==> src/rtl/udp_axis_pkg.sv <==
// Shared definitions for the UDP/IP AXI-Stream TX path: bus widths, arbiter
// state encoding and the keep-to-byte-count helper used by the byte counters.
package udp_axis_pkg;

    localparam int AXIS_DATA_W = 64;
    localparam int AXIS_KEEP_W = 8;

    typedef enum logic {
        ST_IDLE,
        ST_BUSY
    } arb_state_e;

    // Only contiguous LSB-aligned masks carry bytes; anything else counts zero.
    function automatic logic [3:0] kb(input logic [AXIS_KEEP_W-1:0] keep);
        logic [3:0] n;
        case (keep)
            8'h01:   n = 4'd1;
            8'h03:   n = 4'd2;
            8'h07:   n = 4'd3;
            8'h0F:   n = 4'd4;
            8'h1F:   n = 4'd5;
            8'h3F:   n = 4'd6;
            8'h7F:   n = 4'd7;
            8'hFF:   n = 4'd8;
            default: n = 4'd0;
        endcase
        return n;
    endfunction

endpackage

==> src/rtl/rr_select.sv <==
// Combinational round-robin picker: first asserted request searching upward
// from last+1, wrapping modulo NUM_SRC.
module rr_select #(
    parameter int NUM_SRC = 2
) (
    input  logic [NUM_SRC-1:0] req,
    input  logic [1:0]         last,
    output logic [1:0]         gnt_idx,
    output logic               any
);

    always_comb begin
        gnt_idx = '0;
        any     = 1'b0;
        for (int off = 1; off <= NUM_SRC; off++) begin
            for (int i = 0; i < NUM_SRC; i++) begin
                if (!any && req[i] && (i == ((int'(last) + off) % NUM_SRC))) begin
                    any     = 1'b1;
                    gnt_idx = 2'(i);
                end
            end
        end
    end

endmodule

==> src/rtl/axis_pkt_arbiter.sv <==
// Packet-granular round-robin merge of NUM_SRC AXI-Stream sources, with a
// per-packet byte-length and source report for TX statistics.
module axis_pkt_arbiter
    import udp_axis_pkg::*;
#(
    parameter int NUM_SRC = 2,
    parameter int LEN_W   = 16
) (
    input  logic                           axis_aclk,
    input  logic                           axis_aresetn,
    input  logic [NUM_SRC-1:0]             s_axis_tvalid,
    output logic [NUM_SRC-1:0]             s_axis_tready,
    input  logic [NUM_SRC*AXIS_DATA_W-1:0] s_axis_tdata,
    input  logic [NUM_SRC*AXIS_KEEP_W-1:0] s_axis_tkeep,
    input  logic [NUM_SRC-1:0]             s_axis_tlast,
    output logic                           m_axis_tvalid,
    input  logic                           m_axis_tready,
    output logic [AXIS_DATA_W-1:0]         m_axis_tdata,
    output logic [AXIS_KEEP_W-1:0]         m_axis_tkeep,
    output logic                           m_axis_tlast,
    output logic [LEN_W-1:0]               pkt_len_bytes,
    output logic [1:0]                     pkt_src,
    output logic                           pkt_done
);

    arb_state_e             state_q, state_d;
    logic [1:0]             grant_q, grant_d;
    logic [1:0]             last_grant_q, last_grant_d;
    logic [LEN_W-1:0]       acc_q, acc_d;
    logic [LEN_W-1:0]       pkt_len_q, pkt_len_d;
    logic [1:0]             pkt_src_q, pkt_src_d;
    logic                   pkt_done_q, pkt_done_d;

    logic [1:0]             sel_idx;
    logic                   sel_any;
    logic                   busy;
    logic                   sel_valid;
    logic [AXIS_DATA_W-1:0] sel_data;
    logic [AXIS_KEEP_W-1:0] sel_keep;
    logic                   sel_last;
    logic                   beat_fire;
    logic [LEN_W-1:0]       beat_sum;

    rr_select #(
        .NUM_SRC(NUM_SRC)
    ) u_rr_select (
        .req     (s_axis_tvalid),
        .last    (last_grant_q),
        .gnt_idx (sel_idx),
        .any     (sel_any)
    );

    assign busy = (state_q == ST_BUSY);

    always_comb begin
        sel_valid = 1'b0;
        sel_data  = '0;
        sel_keep  = '0;
        sel_last  = 1'b0;
        for (int i = 0; i < NUM_SRC; i++) begin
            if (grant_q == 2'(i)) begin
                sel_valid = s_axis_tvalid[i];
                sel_data  = s_axis_tdata[i*AXIS_DATA_W +: AXIS_DATA_W];
                sel_keep  = s_axis_tkeep[i*AXIS_KEEP_W +: AXIS_KEEP_W];
                sel_last  = s_axis_tlast[i];
            end
        end
    end

    // Outputs are forced to zero outside BUSY so reset clears them immediately.
    always_comb begin
        m_axis_tvalid = busy & sel_valid;
        m_axis_tdata  = busy ? sel_data : '0;
        m_axis_tkeep  = busy ? sel_keep : '0;
        m_axis_tlast  = busy & sel_last;
        s_axis_tready = '0;
        for (int i = 0; i < NUM_SRC; i++) begin
            s_axis_tready[i] = busy && (grant_q == 2'(i)) && m_axis_tready;
        end
    end

    assign beat_fire = m_axis_tvalid & m_axis_tready;
    assign beat_sum  = acc_q + LEN_W'(kb(sel_keep));

    always_comb begin
        state_d      = state_q;
        grant_d      = grant_q;
        last_grant_d = last_grant_q;
        acc_d        = acc_q;
        pkt_len_d    = pkt_len_q;
        pkt_src_d    = pkt_src_q;
        pkt_done_d   = 1'b0;
        case (state_q)
            ST_IDLE: begin
                if (sel_any) begin
                    grant_d = sel_idx;
                    acc_d   = '0;
                    state_d = ST_BUSY;
                end
            end
            ST_BUSY: begin
                if (beat_fire) begin
                    if (sel_last) begin
                        pkt_len_d    = beat_sum;
                        pkt_src_d    = grant_q;
                        pkt_done_d   = 1'b1;
                        last_grant_d = grant_q;
                        acc_d        = '0;
                        state_d      = ST_IDLE;
                    end else begin
                        acc_d = beat_sum;
                    end
                end
            end
            default: state_d = ST_IDLE;
        endcase
    end

    // last_grant resets to the top index so source 0 wins the first arbitration.
    always_ff @(posedge axis_aclk or negedge axis_aresetn) begin
        if (!axis_aresetn) begin
            state_q      <= ST_IDLE;
            grant_q      <= '0;
            last_grant_q <= 2'(NUM_SRC - 1);
            acc_q        <= '0;
            pkt_len_q    <= '0;
            pkt_src_q    <= '0;
            pkt_done_q   <= 1'b0;
        end else begin
            state_q      <= state_d;
            grant_q      <= grant_d;
            last_grant_q <= last_grant_d;
            acc_q        <= acc_d;
            pkt_len_q    <= pkt_len_d;
            pkt_src_q    <= pkt_src_d;
            pkt_done_q   <= pkt_done_d;
        end
    end

    assign pkt_len_bytes = pkt_len_q;
    assign pkt_src       = pkt_src_q;
    assign pkt_done      = pkt_done_q;

endmodule

==> config.mk <==
export PLATFORM = sky130hd
export DESIGN_NAME = axis_pkt_arbiter
export DESIGN_NICKNAME = d
export VERILOG_FILES = /design/src/rtl/udp_axis_pkg.sv /design/src/rtl/rr_select.sv /design/src/rtl/axis_pkt_arbiter.sv
export SDC_FILE = /design/constraint.sdc
export NUM_CORES = 1
export LEC_CHECK = 0
export CAP_MARGIN = 20
export CORE_UTILIZATION = 35
export CTS_CLUSTER_SIZE = 30
export DETAILED_ROUTE_END_ITERATION = 8
export PLACE_DENSITY = 0.87
export SLEW_MARGIN = 20
export SYNTH_ARGS = -nofsm -noshare
export SYNTH_HDL_FRONTEND = slang
export SYNTH_HIERARCHICAL = 1
export SYNTH_SLANG_ARGS = --single-unit
==> constraint.sdc <==
create_clock -name axis_aclk -period 3.8 [get_ports axis_aclk]
set_input_delay 1.14 -clock axis_aclk [delete_from_list [all_inputs] [get_ports axis_aclk]]
set_output_delay 1.14 -clock axis_aclk [all_outputs]
set_load 0.01 [all_outputs]
==> summary.txt <==
Placement
  • Final HPWL from detailed placement: between 10000 and 15000 microns
  • Final weighted congestion in routability-driven placement: approximately 0.93
  • Number of I/O port buffers: approximately 250

Detailed routing
  • Drt first pass iters: 4
  • Antenna-violating nets left: 0
  • Overall via count from detail_route: about 4200
  • Post-detailed-route wirelength per cell: 19.49 microns
  • Count of routing violations after the opening detailed-route iteration: roughly 140
  • DRC: 0
  • Total wirelength of the detailed-routed design: 15650 microns
  • Routed vias/inst: approximately 5.2

Global route
  • Antenna violations before repair: 7
  • Maximum number of pins on one net before global-route repair: between 40 and 50
  • Global-route wire length before repair: around 23000 microns
  • Global-route congestion overflow total: 0
  • Gr usage total: 30.37%
  • Number of global-route vias before repair: between 4000 and 5000

Timing
  • Number of endpoints failing setup at the final stage: 0
  • Setup repair after global routing missed its margin: true
  • Worst-case hold slack: around 470 ps
  • Fmax: about 270 MHz
  • Final period demand of the worst path: between 3000 and 4000 ps
  • Worst slew margin relative to its limit: between 50% and 60%
  • Layout Skew: about 5 ps
  • Least-Margin Pin Slew: approximately 670 ps
  • Summed negative setup slack over all endpoints: 0 ps
  • Final number of hold-violating endpoints: 0
  • Total count of max-transition violations in the final report: 0
  • Share of the clock period used by the worst path after layout: a little over nine tenths

Final layout
  • Share of final-layout standard cells stronger than drive strength 1: a little over a tenth
  • Area of the multi-input gates: approximately 0.0023 sq mm
  • Area delta synth->final: 89.23%
  • Filler cells: just under 800
  • Final layout net count: 822
  • Seq. cell area: approximately 980 sq um

Die
  • Placement row count: 35
  • Die span in y: just under 100 microns
  • Floorplan die area: 0.009888 sq mm
  • Effective utilization at floorplan: 35.96%
  • Area of the core region: between 0.009 and 0.01 sq mm
  • I/O pin count: between 200 and 250
  • Die X-Extent: about 99 microns

Flow run
  • Number of violations of the max-capacitance limit: 0

Clock tree
  • # H-tree levels: 2
  • Clock buffers created by TritonCTS: 5
  • Sinks on the clock net: 39
  • Clk_lat worst skew: approximately 300 ps
  • Number of buffers between clock root and the deepest sink: 2
  • Clk Tree Root Cell: clkbuf_8
  • Clk pin slew, worst setup/hold paths: 80 ps
  • TritonCTS clock tree: done

Synth
  • Cell with the most instances after synthesis: nor2_1
  • Synth warn: 6
  • Count of cell types in the netlist: 48
  • Synth top area share: between 20 and 30%
  • Most common flop cell mapped by yosys: dfrtp_1
  • Fraction of synthesis flops using an asynchronous set or reset pin: 100.0%
  • Count of flip-flops with a built-in enable after synthesis: 0
  • Post-synthesis cell count: between 400 and 500
  • Post-synth design cell area: between 0.003 and 0.004 sq mm
  • Synth Net Count: about 570
  • Synth top area cells: dfrtp_1 29%, mux2i_1 22%, nor2_1 9.6%
  • Flops & latches, synth: 39
  • Portion of the post-synthesis area used by sequential elements: 29.41%
  • Post-synth top area cell: dfrtp_1
  • Post-synth top cells: 85 x nor2_1, 74 x mux2i_1, 38 x dfrtp_1, 29 x nand2_1, 20 x o21ai_0
  • Mean area per synthesized cell: approximately 8 sq um

Critical path
  • Reg-to-reg critical path endpoint: pkt_len_bytes[14]$_DFFE_PN0P_
  • Reg2reg path depth: 12
  • Largest fanout on the critical path: 3
  • Worst path required time: around 2700 ps
  • Timing startpoint of the critical path: s_axis_tkeep[14]
  • R2R setup slack: 640 ps
  • CP Class: in -> out
  • Endpoint kind of the worst setup timing path: primary output
  • Setup crit end: m_axis_tkeep[6]
  • Reg-to-reg startpoint: grant_q[0]$_DFFE_PN0P_
  • Type of element launching the critical path: input pin
  • Arrival @ worst endpoint: around 2600 ps

Pwr
  • LEAKAGE: around 2.7 nW
  • Overall power consumption: roughly 3.4 mW
  • Worst vdd rail ir drop: ~0.32 mV
  • Pwr per Cell Area: 539.2 mW/mm^2

Hold path
  • Hold Crit Class: reg -> reg

Status
  • Run status: finished clean
[layer usage]
| layer | global-route usage, % | part of all wire (%) |
|---|---|---|
| met1 | 33.58 | 37 |
| met2 | 55.50 | 54 |
| met3 | 4.638 | 5.3 |
| met4 | 16.97 | 4.0 |
| met5 | 0 | 0 |
[registers in the layout, summed over array words and instances, names as in the netlist]
name / count
last_grant_q: 2
pkt_len_bytes: 16
pkt_done: 1
acc_q: 16
grant_q: 2
pkt_src: 1
busy: 1
[how the worst min path moves through the flow]
stage / from / endpoint / cells after the start
global placement: last_grant_q[0]$_DFFE_PN1P_ / last_grant_q[0]$_DFFE_PN1P_ / 2
CTS: last_grant_q[0]$_DFFE_PN1P_ / last_grant_q[0]$_DFFE_PN1P_ / 2
finish: last_grant_q[0]$_DFFE_PN1P_ / last_grant_q[0]$_DFFE_PN1P_ / 2
detailed placement: last_grant_q[0]$_DFFE_PN1P_ / last_grant_q[0]$_DFFE_PN1P_ / 2
global route: last_grant_q[0]$_DFFE_PN1P_ / last_grant_q[0]$_DFFE_PN1P_ / 2
floorplan: last_grant_q[0]$_DFFE_PN1P_ / last_grant_q[0]$_DFFE_PN1P_ / 2
[what timing repair did]
action                                  4_1_cts  5_1_grt
setup buffers                                 1        1
resized for setup                            11       16
endpoints found under the setup margin        4       23
gates cloned                                  0        2
hold buffers                                  0        0
pin swaps                                     0        3
[where the power goes]
group	switching (mW)	internal (mW)
sequential	0.115	0.496
combinational	1.10	1.32
clock	0.151	0.213
total	1.36	2.03
[worst max-delay path: stages]
cell and delay [ps]:
clkdlybuf4s50_1 450, buf_4 160, mux2i_1 290, nor2_1 80, clkdlybuf4s50_1 500
[layout make-up]
type	instances	area share (%)
Clock inverter	2	0.5571
Tap cell	129	2.567
Clock buffer	6	1.313
Inverter	3	0.1791
Antenna cell	7	0.2786
Sequential cell	39	15.60
Timing Repair Buffer	282	43.39
Multi-Input combinational cell	335	36.11
[kinds of logic after synthesis]
logic type                 Yosys count  share of synthesized area, %
AOI/OAI and AO/OA                   68                         13.37
and+or+nand+nor                    174                         24.25
muxes                               78                         23.64
other                                1                        0.1128
adders and majority gates            5                         2.109
DFF                                 39                         29.41
buffers and inverters               36                         4.744
xor gates and xnor gates             9                         2.372
[cells in the final DEF (no fill, tap or decap), types with 3 or more instances in the layout]
master and count:
mux2i_1 71, nor2_1 82, buf_4 35, or4_1 6, clkbuf_8 6, a31oi_1 12
or3_1 5, and3_1 3, a21oi_1 7, a21o_1 5, nor3_1 3, and2_1 8
o211ai_1 5, dlymetal6s2s_1 3, dfrtp_1 37, o21ai_0 19, nand2_1 29, clkdlybuf4s50_1 239
inv_1 3, diode_2 7, xnor2_1 6, mux2_2 4, dlygate4sd2_1 3, xor2_1 3
a22o_1 5, nand3_1 12, nor2_2 3, ha_1 3
[through the flow]
step,cells,area (sq um),util [%],worst slack (ps)
3_5_place_dp,784,6045,65.42,-351.9
6_report,803,6289,68.06,45.94
2_1_floorplan,410,3323,-,230.8
3_3_place_gp,784,6045,65.42,-293.4
5_1_grt,803,6289,68.06,-44.62
4_1_cts,793,6201,67.11,13.04
Note: power is estimated with default switching activity, not from simulation.
